===== src/rtl/arc4_pkg.sv =====
// arc4_pkg: shared types and constants for the ARC4 scheduler and its memory mux
package arc4_pkg;
    localparam int ARC4_ADDR_W = 8;
    localparam int ARC4_KEY_W  = 24;

    typedef enum logic [2:0] {
        IDLE, INIT_GO, INIT_BUSY, KSA_GO, KSA_BUSY, PRGA_GO, PRGA_BUSY
    } sched_state_t;

    typedef enum logic [1:0] {NONE, INIT, KSA, PRGA} owner_t;

    function automatic owner_t owner_of(sched_state_t s);
        return (s == INIT_GO || s == INIT_BUSY) ? INIT :
               (s == KSA_GO  || s == KSA_BUSY)  ? KSA  :
               (s == PRGA_GO || s == PRGA_BUSY) ? PRGA : NONE;
    endfunction
endpackage


===== src/rtl/arc4_sched_s_mem_mux.sv =====
// s_mem_mux: combinational S-memory port select; the current owner drives, zeros when nobody owns it
module s_mem_mux
    import arc4_pkg::*;
#(
    parameter int ADDR_W = ARC4_ADDR_W
) (
    input  owner_t            owner,
    input  logic [ADDR_W-1:0] init_addr,
    input  logic [7:0]        init_wrdata,
    input  logic              init_wren,
    input  logic [ADDR_W-1:0] ksa_addr,
    input  logic [7:0]        ksa_wrdata,
    input  logic              ksa_wren,
    input  logic [ADDR_W-1:0] prga_addr,
    input  logic [7:0]        prga_wrdata,
    input  logic              prga_wren,
    output logic [ADDR_W-1:0] s_addr,
    output logic [7:0]        s_wrdata,
    output logic              s_wren
);
    always_comb begin
        s_addr   = owner == INIT ? init_addr   : owner == KSA ? ksa_addr   : owner == PRGA ? prga_addr   : '0;
        s_wrdata = owner == INIT ? init_wrdata : owner == KSA ? ksa_wrdata : owner == PRGA ? prga_wrdata : '0;
        s_wren   = owner == INIT ? init_wren   : owner == KSA ? ksa_wren   : owner == PRGA ? prga_wren   : 1'b0;
    end
endmodule


===== src/rtl/arc4_sched.sv =====
// arc4_sched: runs init -> KSA -> PRGA on one request and arbitrates the shared S memory.
// Defining ARC4_SCHED_CYCCNT_EN adds a saturating busy-cycle counter on cyc_cnt.
module arc4_sched
    import arc4_pkg::*;
#(
    parameter int KEY_W  = ARC4_KEY_W,
    parameter int ADDR_W = ARC4_ADDR_W
) (
    input  logic              clk,
    input  logic              rst,
    input  logic              en,
    output logic              rdy,
    input  logic [KEY_W-1:0]  key,
    output logic [KEY_W-1:0]  key_q,
`ifdef ARC4_SCHED_CYCCNT_EN
    output logic [31:0]       cyc_cnt,
`endif
    output logic              init_en,
    output logic              ksa_en,
    output logic              prga_en,
    input  logic              init_rdy,
    input  logic              ksa_rdy,
    input  logic              prga_rdy,
    input  logic [ADDR_W-1:0] init_addr,
    input  logic [7:0]        init_wrdata,
    input  logic              init_wren,
    input  logic [ADDR_W-1:0] ksa_addr,
    input  logic [7:0]        ksa_wrdata,
    input  logic              ksa_wren,
    input  logic [ADDR_W-1:0] prga_addr,
    input  logic [7:0]        prga_wrdata,
    input  logic              prga_wren,
    output logic [ADDR_W-1:0] s_addr,
    output logic [7:0]        s_wrdata,
    output logic              s_wren
);
    sched_state_t state;
    logic         guard;

    assign rdy     = state == IDLE;
    assign init_en = state == INIT_GO && init_rdy;
    assign ksa_en  = state == KSA_GO  && ksa_rdy;
    assign prga_en = state == PRGA_GO && prga_rdy;

    // guard is high only in the first BUSY cycle, masking the engine's stale ready
    always_ff @(posedge clk) begin
        if (rst) begin
            state <= IDLE;
            key_q <= '0;
            guard <= 1'b0;
        end else begin
            guard <= state inside {INIT_GO, KSA_GO, PRGA_GO};
            case (state)
                IDLE:      if (en) begin key_q <= key; state <= INIT_GO; end
                INIT_GO:   if (init_rdy) state <= INIT_BUSY;
                INIT_BUSY: if (!guard && init_rdy) state <= KSA_GO;
                KSA_GO:    if (ksa_rdy) state <= KSA_BUSY;
                KSA_BUSY:  if (!guard && ksa_rdy) state <= PRGA_GO;
                PRGA_GO:   if (prga_rdy) state <= PRGA_BUSY;
                PRGA_BUSY: if (!guard && prga_rdy) state <= IDLE;
                default:   state <= IDLE;
            endcase
        end
    end

`ifdef ARC4_SCHED_CYCCNT_EN
    always_ff @(posedge clk) begin
        if (rst || (rdy && en))
            cyc_cnt <= '0;
        else if (!rdy && cyc_cnt != 32'hFFFF_FFFF)
            cyc_cnt <= cyc_cnt + 32'd1;
    end
`endif

    s_mem_mux #(.ADDR_W(ADDR_W)) u_mux (
        .owner(owner_of(state)),
        .init_addr(init_addr), .init_wrdata(init_wrdata), .init_wren(init_wren),
        .ksa_addr(ksa_addr),   .ksa_wrdata(ksa_wrdata),   .ksa_wren(ksa_wren),
        .prga_addr(prga_addr), .prga_wrdata(prga_wrdata), .prga_wren(prga_wren),
        .s_addr(s_addr), .s_wrdata(s_wrdata), .s_wren(s_wren)
    );
endmodule


===== config.mk =====
export PLATFORM = sky130hd
export DESIGN_NAME = arc4_sched
export DESIGN_NICKNAME = d
export VERILOG_FILES = /design/src/rtl/arc4_pkg.sv /design/src/rtl/arc4_sched_s_mem_mux.sv /design/src/rtl/arc4_sched.sv
export SDC_FILE = /design/constraint.sdc
export NUM_CORES = 1
export LEC_CHECK = 0
export CORE_ASPECT_RATIO = 0.6
export CORE_MARGIN = 2
export CORE_UTILIZATION = 34
export CTS_BUF_LIST = sky130_fd_sc_hd__clkbuf_8
export CTS_CLUSTER_DIAMETER = 50
export DETAILED_ROUTE_END_ITERATION = 10
export GPL_ROUTABILITY_DRIVEN = 0
export MAX_ROUTING_LAYER = met4
export PLACE_DENSITY = 0.93
export SLEW_MARGIN = 20
export SYNTH_ARGS = -nofsm -noshare
export SYNTH_HDL_FRONTEND = slang
export SYNTH_HIERARCHICAL = 1
export SYNTH_SLANG_ARGS = --single-unit

===== constraint.sdc =====
create_clock -name clk -period 2.89 [get_ports clk]
set_input_delay 0.578 -clock clk [delete_from_list [all_inputs] [get_ports clk]]
set_output_delay 0.578 -clock clk [all_outputs]
set_load 0.01 [all_outputs]

Yosys cells after proc, flatten, opt, wreduce, memory -nomap -nowiden:

Index checks and enable logic that the tools add are counted.

* flip-flop bits (word level): 28
* input port bits: 81
* output and inout bits: 45

* equality and inequality tests: 16
* multiplexer cells: 20
* reductions and logical operators: 14

Operators with widths (number)
* 2-to-1 mux 8 bit: 6
* 2-to-1 mux 3 bit: 7
* case mux 3 bit (7 select lines): 1
* inequality test 2 bit, second input constant: 7
* == test 3 bit, second input constant: 3
* AND reduction 7 bit: 1
* == test 3 x 2 -> 1 bit, second input constant: 2
* logical AND 1 bit: 6
* 2-to-1 mux 2 bit: 3
* == test 2 bit, second input constant: 2
* == test 3 x 1 -> 1 bit, second input constant: 1
* zero test 3 bit: 1
* logical OR 1 bit: 3
* 2-to-1 mux 1 bit: 3
* nonzero test 3 bit: 1
* == test 2 x 1 -> 1 bit, second input constant: 1
* AND reduction 2 bit: 1
* zero test 1 bit: 1

Logic depth before layout (Yosys ltp):

Gate-level depths: netlist (run 1).

* word-level depth: 9
* mapped depth: 10

Hierarchy:

Netlist (run 1), hierarchy kept.

Modules (own cells, without submodules)
* arc4_sched: times used 1, cells an instance 152, area each 1158.6 um^2, sequential area each 560.5 um^2
* s_mem_mux: times used 1, cells an instance 41, area each 454.2 um^2, sequential area each 0.0 um^2

Least setup slack after synthesis (run 1):

No wires, ideal clock.

* path type: reg-to-output
* start: register state[1]
* end: output s_addr[3]
* data arrival time: 1762 ps
* data required time: 2312 ps
* setup slack: 550 ps
* stages on the path, launching flop included: 10
* cells stage by stage: dfxtp_1 -> inv_1 -> ha_1 -> nor2_1 -> a21oi_1 -> a21oi_1 -> buf_6 -> buf_12 -> mux2_4 -> a22o_1

* longest elaborated chain between the ends: 9
* elaborated cells on any way between the ends: 18

RTL lines
* start: declaration: line arc4_sched.sv:37 `sched_state_t state;`
* start signal: assignment: line arc4_sched.sv:48 `state <= IDLE;`
* start signal: assignment: line arc4_sched.sv:54 `IDLE: if (en) begin key_q <= key; state <= INIT_GO; end`
* start signal: assignment: line arc4_sched.sv:55 `INIT_GO: if (init_rdy) state <= INIT_BUSY;`
* == test 3 bit: line arc4_pkg.sv:15 `(s == PRGA_GO || s == PRGA_BUSY) ? PRGA : NONE;`
* logical OR 1 bit: line arc4_pkg.sv:15
* 2-to-1 mux 2 bit: line arc4_pkg.sv:15
* 2-to-1 mux 2 bit: line arc4_pkg.sv:14 `(s == KSA_GO || s == KSA_BUSY) ? KSA :`
* 2-to-1 mux 2 bit *: line arc4_pkg.sv:13 `return (s == INIT_GO || s == INIT_BUSY) ? INIT :`
* == test 2 bit: line arc4_sched_s_mem_mux.sv:22 `s_addr = owner == INIT ? init_addr : owner == KSA ? ksa_addr : owner == PRGA ? prga_addr : '0;`
* 2-to-1 mux 8 bit (2 in a row): line arc4_sched_s_mem_mux.sv:22
* 2-to-1 mux 8 bit *: line arc4_sched_s_mem_mux.sv:22
* end: declaration: line arc4_sched.sv:33 `output logic [ADDR_W-1:0] s_addr,`

Mark *: on every way between the ends. The rest lies on a longest branch, timed or not.

Worst setup path in the final report (run 1):

* start: register state[0]
* end: register state[0]

* longest elaborated chain between the ends: 3
* elaborated cells on any way between the ends: 16

RTL lines
* == test 3 bit, or another cell as far along: line arc4_sched.sv:53 `case (state)`
* inequality test 2 bit (no source line)
* AND reduction 7 bit (no source line)

Parallel ways exist; a longest one is shown, timed or not.
A chain may end at the register's enable or synchronous reset.

==> flow_summary.ini, run 1 <==
[power_and_ir_drop]
internal_power_uw = 1490
pwr-share-clk = 0.097
p_sw_frac = 0.376
p_comb_frac = 0.680
seqPwrFrac = 0.224
p_sw_uw = 902
vdd_drop_max_v = 0.000356
p_leak_uw = 0.00128
powerDensity_mw_per_mm2 = 752

[grt]
grt-busiest-layer = met2
track_usage = 0.229
antenna_found_initial = 0
overflow = 0
grt_pass1_wl_um = 9180
grt_start_max_net_pins = 29
gr-usage-met3 = 0.0357
grt_pass1_vias = 1929
met2_usage = 0.401
use_met1 = 0.255

[route]
drt_pass1_iterations = 4
wl_per_cell_um = 15.9
ant_nets = 0
drt-total-wl_um = 6300
drc = 0
vias_per_cell = 4.83
vias = 1914
drtIter0Drc = 69

[setup_path]
setup.worst_path.start_class = flop
crit_type = flop to flop
cpPeakStageDelay_ns = 0.37
endpoint = state[0]
r2r-end = state[0]
critPathRequiredTime_ns = 3.04
endpoint_kind = flop
rr_startpoint = state[0]
cp_slowest_cell = dfxtp_4
r2r_setup_slack_ns = -0.02
cp_common_cell = buf_4
crit_arrival_ns = 3.06
rr_worst_depth = 17
critPathMaxFanout = 6
crit_chain = inv_2 -> ha_4 -> nor2_4 -> buf_4 -> buf_4 -> buf_4 -> buf_4 -> buf_4 -> buf_4 -> buf_4 -> buf_4 -> buf_4 -> buf_4 -> nor3_1 -> or4_1 -> nor3b_1 -> a211oi_1
crit_path_start = state[0]

[sta]
clock_skew_ns = 0.00342
post-route-period-util = 1.01
slew_viol_final = 0
rsz0062_at_grt = yes
setup_violations = 1
worstMarginPinSlew_ns = 0.768
relSlewSlack = 0.487
hold_viol_final = 0
setup_slack_ns = -0.0176
finalCriticalPeriod_ns = 2.91
timing.fmax_ghz = 0.344

[cells_and_area]
n_antenna_cell = 0
layout.nets = 419
fin_area_mm2 = 0.00319
n_fill_cell = 361
syn_to_final_growth_pct = 97.7
drive_above_1_share = 0.231
fin_cells = 396

[outcome]
outcome = complete, but fails checks
violations = negative setup slack

[clock_network]
cts_tree = built
clk_latency_ns = 0.27
cts_sinks = 28
clockBufferDepth = 2
htree_levels = 1
cts_root_buf = clkbuf_8
cts_hold_buf = 0
path_clk_slew_ns = 0.09
cts_made_buffers = 3

[die]
die_x_um = 92.9
ios = 126
rows = 19
die_y_um = 57.4
core_area_mm2 = 0.00456
die_area_mm2 = 0.00533
start_util = 0.353

[placed_design]
dp_cells = 372
place_hpwl_um = 4420
place.port_buffers = 125
dpl_cell_area_mm2 = 0.00292

[synthesis]
avgSynthCellArea_um2 = 8.36
syn_nets = 278
yosysWarnings = 6
ys_seq_elements = 28
synth_top_area_frac = 0.348
syn_area_mm2 = 0.00161
netlist_top_cells_area = dfxtp_1 35%, nand2_1 13%, mux2_4 9.3%, a22o_1 9.2%, a21oi_1 8.7%
synth_cell_types = 29
synth_cells = 193
yosys.area.top_type = dfxtp_1
ys_seq_area_frac = 0.348

[worst_hold_path]
min_path_type = flop to flop
hold_depth = 2

[run]
cap_violations = 0
==> layout make-up <==
type                       count  area (um^2)  share of cell area
clock buffer                   4         55.1              0.0173
multi-input combinational    143         1000               0.314
timing repair buffer         152         1460               0.458
sequential                    28          568               0.178
tap                           63         78.8              0.0247
inverter                       6         25.0             0.00785
==> sequential cells by signal (all words and copies together), names as in the netlist <==
register,count
state,3
guard,1
key_q,24
==> power by group through the flow <==
stage,registers [uW],clock network (uW),logic (uW)
floorplan,553,0,711
global placement,521,0,1350
detailed placement,530,0,1380
CTS,529,242,1530
global route,546,257,1730
finish,536,232,1630
==> logic make-up (layout without fill, tap and decap cells) <==
logic type | count (synthesis) | in the layout | share of synthesized area
flops | 28 | 28 | 0.348
simple gates | 71 | 71 | 0.192
compound gates | 51 | 51 | 0.206
fa+ha+maj | 4 | 4 | 0.0310
buf+inv | 22 | 162 | 0.0807
mux | 17 | 17 | 0.142
==> worst min-delay path by stage <==
stage	start	endpoint	slack, ns
after floorplan	key_q[0]	key_q[0]	0.48
final	key_q[19]	key_q[19]	0.46
after global placement	key_q[18]	key_q[18]	0.44
after CTS	key_q[5]	key_q[5]	0.46
after detailed placement	key_q[19]	key_q[19]	0.45
after global routing	key_q[9]	key_q[9]	0.48
==> repair_timing <==
| action | in CTS | in global routing |
|---|---|---|
| pin swaps | 2 | 3 |
| setup endpoints to repair | 17 | 17 |
| gates resized for setup | 56 | 28 |
| cloned | 1 | 0 |
| setup buffers | 17 | 2 |
==> cell usage after synthesis, drive strengths merged <==
cell	n
a211oi	2
a21oi	28
a22o	17
and2	1
and3	1
buf	10
clkbuf	6
dfxtp	28
ha	4
inv	6
mux2	17
nand2	54
nand2b	1
nor2	4
nor2b	4
nor3	2
nor3b	1
o22ai	2
o2bb2ai	1
o31ai	1
or2	1
or2b	1
or4	1
==> critical path: cells and delay by family (launching register included) <==
| kind | cells | cell delay, ns |
|---|---|---|
| AO/OA/AOI/OAI | 1 | 0.29 |
| adder cells (fa/ha/maj) | 1 | 0.18 |
| buffers and inverters | 11 | 1.30 |
| flip-flops | 1 | 0.37 |
| AND/OR/NAND/NOR | 4 | 0.66 |
==> layer usage <==
layer,vias up,share of wire
met5,-,0
met4,0,0.042
met3,24,0.033
met2,61,0.51
met1,889,0.41
li1,940,-
==> stage by stage <==
stage          setup TNS (ns)  power (uW)   util  setup WS [ns]  hold WS (ns)
2_1_floorplan               0        1260      -          0.550         0.481
3_3_place_gp                0        1870  0.639         0.0775         0.441
3_5_place_dp          -0.0508        1910  0.639        -0.0255         0.446
4_1_cts                     0        2300  0.688        0.00778         0.458
5_1_grt                -0.132        2540  0.698        -0.0954         0.477
6_report              -0.0176        2400  0.698        -0.0176         0.457
==> placed cells by master, fill, tap and decap left out, types with 2 or more instances in the layout <==
cell	Yosys	final
clkbuf_8	0	4
buf_12	1	3
clkdlybuf4s50_1	0	108
buf_6	3	5
a211oi_1	2	2
ha_2	0	2
a21oi_4	0	2
buf_4	1	19
a22o_1	17	17
mux2_2	7	5
dfxtp_4	0	2
o22ai_1	2	2
dfxtp_1	28	26
inv_1	6	4
nor2_1	4	3
mux2_4	10	12
a21oi_1	28	26
nor2b_1	3	3
buf_2	4	7
nand2_1	54	54
clkbuf_2	0	6
clkdlybuf4s15_1	0	3
ha_4	0	2
Note: power is estimated with default switching activity, not from simulation.
==> run 2, diff against run 1 <==
- clock period: 2.89 -> 3 ns (I/O delays scaled with it)
==> run 2 against run 1 <==
  * The flow now finishes without violations
  * Worst hold slack gained 0.0011 ns
  * Non-clock buffer count fell by 19
  * Die area unchanged
  * Sequential power fell by 3%
  * Largest cell class unchanged
  * Highest routed layer unchanged
==> flow_summary.ini, run 2 (synthesis results as in run 1) <==
[sta]
worstMarginPinSlew_ns = 1.06
relSlewSlack = 0.294
clock_skew_ns = 0.00271
setup_tns_ns = 0
post-route-period-util = 0.982
slew_viol_final = 0
whs_ns = 0.458
hold_viol_final = 0
timing.fmax_ghz = 0.339
rsz0062_at_grt = yes
finalCriticalPeriod_ns = 2.95
setup_violations = 0

[setup_path]
crit_type = flop to output port
rr_worst_depth = 7
critPathMaxFanout = 17
r2r-end = state[2]
critPathRequiredTime_ns = 2.40
setup.worst_path.start_class = flop
endpoint_kind = output port
rr_startpoint = state[0]
r2r_setup_slack_ns = 0.75
crit_arrival_ns = 2.35

[clock_network]
cts_tree = built
cts_made_buffers = 3
path_clk_slew_ns = 0.09
clk_latency_ns = 0.27
clockBufferDepth = 2
cts_sinks = 28
cts_hold_buf = 0
htree_levels = 1
cts_root_buf = clkbuf_8

[route]
ant_nets = 0
drc = 0
drt-total-wl_um = 5830
drt_pass1_iterations = 4
vias = 1806
wl_per_cell_um = 15.5
vias_per_cell = 4.79
drtIter0Drc = 44

[power_and_ir_drop]
powerDensity_mw_per_mm2 = 704
vdd_drop_max_v = 0.000331
p_leak_uw = 0.00122

[grt]
grt_pass1_vias = 1842
grt_start_max_net_pins = 29
overflow = 0
grt_pass1_wl_um = 8680
track_usage = 0.213
antenna_found_initial = 0

[cells_and_area]
reg_top3 = key_q x24, state x3, guard x1
largest_register_ffs = 24
syn_to_final_growth_pct = 88.6
regArea_um2 = 568
n_antenna_cell = 0
final_cell_mix = 108 x clkdlybuf4s50_1, 54 x nand2_1, 26 x a21oi_1, 26 x dfxtp_1, 17 x a22o_1
n_fill_cell = 387
layout.nets = 400
drive_above_1_share = 0.140
multi_input_area_um2 = 970
top_register = key_q
final_common_cell = clkdlybuf4s50_1
fin_cells = 377

[outcome]
outcome = finished clean

[die]
ios = 126
die_y_um = 57.4
core_area_mm2 = 0.00456
rows = 19
start_util = 0.353
die_area_mm2 = 0.00533
die_x_um = 92.9

[worst_hold_path]
hold_path_end = key_q[19]
hold_depth = 2
min_path_type = flop to flop
holdCritStartpoint = key_q[19]

[placed_design]
place.port_buffers = 125
dp_cells = 368
place_hpwl_um = 4430

[run]
cap_violations = 0
run 2: changes by cell type in the layout (fill, tap and decap cells not counted), moves of 2 or more:
cell | previous run | this run
a21oi_2 | 0 | 2
a21oi_4 | 2 | 0
buf_2 | 7 | 0
buf_4 | 19 | 5
buf_6 | 5 | 0
clkbuf_2 | 6 | 1
clkdlybuf4s15_1 | 3 | 0
dlygate4sd2_1 | 0 | 16
mux2_2 | 5 | 7
mux2_4 | 12 | 10
run 2: final cells by class:
cell class,instances,share of cell area
clock buffers,3,0.0136
clock inverters,1,0.00987
flip-flops and latches,28,0.187
multi-input cells,143,0.319
repair buffers,133,0.438
inverters,6,0.00740
well taps,63,0.0259
run 2: worst max-delay path by stage:
| stage | startpoint | to | slack (ns) |
|---|---|---|---|
| floorplan | state[1] | s_addr[3] | 0.64 |
| global placement | state[1] | s_wrdata[6] | 0.13 |
| detailed placement | state[1] | s_wrdata[6] | 0.03 |
| CTS | state[0] | s_wrdata[6] | 0.02 |
| global route | state[1] | s_addr[6] | -0.02 |
| finish | state[1] | s_wrdata[7] | 0.05 |
run 2: repair_timing:
item,4_1_cts,5_1_grt
endpoints found under the setup margin,17,17
pin swaps,1,1
gates cloned,1,0
hold endpoints to repair,0,0
setup buffers,2,2
resized for setup,26,9
run 2: where the power goes:
group	switching (uW)	total [uW]	internal, uW
Clock	111	290	179
Sequential	58.1	518	460
Combinational	623	1330	710
run 2: critical path, cell delays in order, from the launching register on:
cell and delay (ns):
dfxtp_4 0.38, inv_2 0.06, ha_4 0.19, buf_4 0.14, nor3_2 0.12, a21oi_2 0.09, buf_4 0.16, buf_12 0.13
nor2b_4 0.13, buf_12 0.14, a22o_1 0.24, dlygate4sd2_1 0.29
run 2: routing by layer:
metal / wire length (um) / global-route usage
met5: 0 / -
met4: 116 / 0.0672
met3: 215 / 0.0343
met2: 3140 / 0.373
met1: 2360 / 0.254
run 2: metrics by stage:
| step | setup WS [ns] | total power [uW] | utilization | instance area, um^2 |
|---|---|---|---|---|
| finish | 0.0525 | 2140 | 0.666 | 3040 |
| detailed placement | 0.0314 | 1820 | 0.632 | 2890 |
| global placement | 0.133 | 1780 | 0.632 | 2890 |
| global route | -0.0206 | 2260 | 0.666 | 3040 |
| floorplan | 0.638 | 1220 | - | 1610 |
| CTS | 0.0185 | 2100 | 0.659 | 3010 |
==> run 3, diff against run 2 <==
- ABC_CLOCK_PERIOD_IN_PS: default -> 3000
- CAP_MARGIN: default -> 10
- TNS_END_PERCENT: default -> 50
==> run 3 against run 2 <==
  * The flow now finishes with violations (negative setup slack)
  * Global-route usage shrank 0.18 points
  * Setup slack lost 0.074 ns
  * Design area shrank 0.58%
  * Core utilization shrank 0.38 points
  * Final cell count shrank 0.53%
  * Critical endpoint is now s_wrdata[6]
  * Largest cell class unchanged
  * Largest power group unchanged
==> flow_summary.ini, run 3 (synthesis results as in run 1) <==
[setup_path]
setup.worst_path.start_class = flop
crit_path_start = state[1]
critPathMaxFanout = 9
cp_slowest_cell = dfxtp_2
crit_arrival_ns = 2.42
cpLargestDelayFamily = buffers and inverters
cpPeakStageDelay_ns = 0.35
worst-path-buf-inv = 4
endpoint_kind = output port
r2r-end = state[2]
crit_chain = inv_1 -> ha_2 -> nor2_2 -> a21oi_1 -> a21oi_2 -> buf_4 -> buf_12 -> mux2_2 -> a22o_1 -> dlygate4sd2_1
rr_worst_depth = 7
critPathRequiredTime_ns = 2.40
crit_type = flop to output port
r2r_setup_slack_ns = 0.80
rr_startpoint = state[0]

[clock_network]
cts_root_buf = clkbuf_8
htree_levels = 1
clk_latency_ns = 0.27
cts_sinks = 28
cts_tree = built
path_clk_slew_ns = 0.09
clockBufferDepth = 2
cts_made_buffers = 3

[power_and_ir_drop]
p_sw_uw = 761
internal_power_uw = 1340
p_sw_frac = 0.362
seqPwrFrac = 0.242
powerDensity_mw_per_mm2 = 694
pwr-share-clk = 0.137
p_total_uw = 2100
p_leak_uw = 0.00130
vdd_drop_max_v = 0.000329
p_comb_frac = 0.621

[grt]
overflow = 0
grt_pass1_vias = 1837
antenna_found_initial = 0
grt_start_max_net_pins = 29
track_usage = 0.211
grt_pass1_wl_um = 8620

[route]
drt_pass1_iterations = 4
vias = 1789
drt-total-wl_um = 5610
vias_per_cell = 4.77
wl_per_cell_um = 15.0
ant_nets = 0
drtIter0Drc = 52
drc = 0

[die]
die_area_mm2 = 0.00533
rows = 19
core_area_mm2 = 0.00456
ios = 126
die_y_um = 57.4
die_x_um = 92.9
start_util = 0.353

[worst_hold_path]
hold_depth = 2
hold_path_end = key_q[19]
holdCritStartpoint = key_q[19]
min_path_type = flop to flop

[placed_design]
place.port_buffers = 125
dp_cells = 368
dp_slack_ns = 0.0314
place_hpwl_um = 4430

[cells_and_area]
drive_above_1_share = 0.119
fin_cells = 375
n_antenna_cell = 0
reg_top3 = key_q x24, state x3, guard x1
n_fill_cell = 383
top_register = key_q
syn_to_final_growth_pct = 87.5
final_cell_mix = 108 x clkdlybuf4s50_1, 54 x nand2_1, 27 x a21oi_1
final_common_cell = clkdlybuf4s50_1
layout.nets = 398
largest_register_ffs = 24

[sta]
finalCriticalPeriod_ns = 3.02
hold_viol_final = 0
post-route-period-util = 1.01
clock_skew_ns = 0.00461
slew_viol_final = 0
setup_slack_ns = -0.0212
setup_tns_ns = -0.0212
worstMarginPinSlew_ns = 1.04
whs_ns = 0.459
relSlewSlack = 0.306
rsz0062_at_grt = yes
timing.fmax_ghz = 0.331
setup_violations = 1

[outcome]
violations = negative setup slack
outcome = complete, but fails checks

[run]
cap_violations = 0
-- run 3: how the worst max path moves through the flow --
stage             endpoint  slack (ns)  cells after the start
6_report       s_wrdata[6]       -0.02                     10
5_1_grt        s_wrdata[6]       -0.14                     10
4_1_cts          s_addr[4]       -0.15                     11
3_5_place_dp   s_wrdata[6]        0.03                      9
3_3_place_gp   s_wrdata[6]        0.13                      9
2_1_floorplan    s_addr[3]        0.64                      9
-- run 3: area by class of cell --
| cell class | instances | area [um^2] | area share |
|---|---|---|---|
| well taps | 63 | 78.8 | 0.0261 |
| clock buffers | 3 | 41.3 | 0.0137 |
| multi-input cells | 143 | 938 | 0.310 |
| clock inverters | 1 | 30.0 | 0.00993 |
| repair buffers | 131 | 1350 | 0.446 |
| flip-flops and latches | 28 | 563 | 0.186 |
| inverters | 6 | 22.5 | 0.00745 |
-- run 3: tightest hold or removal path: stages, from the launching register on --
cell     delay (ns)
dfxtp_1        0.32
nand2_1        0.05
a21oi_1        0.05
-- run 3: metrics by stage --
stage          utilization  instance area [um^2]
2_1_floorplan            -                  1610
3_3_place_gp         0.632                  2890
3_5_place_dp         0.632                  2890
4_1_cts              0.658                  3000
5_1_grt              0.663                  3020
6_report             0.663                  3020
-- run 3: power groups by stage --
stage	Combinational, uW	Sequential, uW	Clock [uW]
floorplan	685	533	0
global placement	1270	505	0
detailed placement	1310	514	0
CTS	1320	508	299
global route	1400	519	309
finish	1300	508	288
-- run 3: layer usage --
layer	global-route usage	up-vias	wire length, um
met5	-	-	0
met4	0.0693	0	116
met3	0.0343	12	228
met2	0.366	45	2920
met1	0.253	835	2350
li1	-	897	-
-- run 3: what timing repair did --
item                       in CTS  in global routing
hold buffers                    0                  0
gates cloned                    1                  0
resized for setup              16                  8
buffers inserted                2                  0
pin swaps                       1                  0
setup endpoints to repair      17                 17
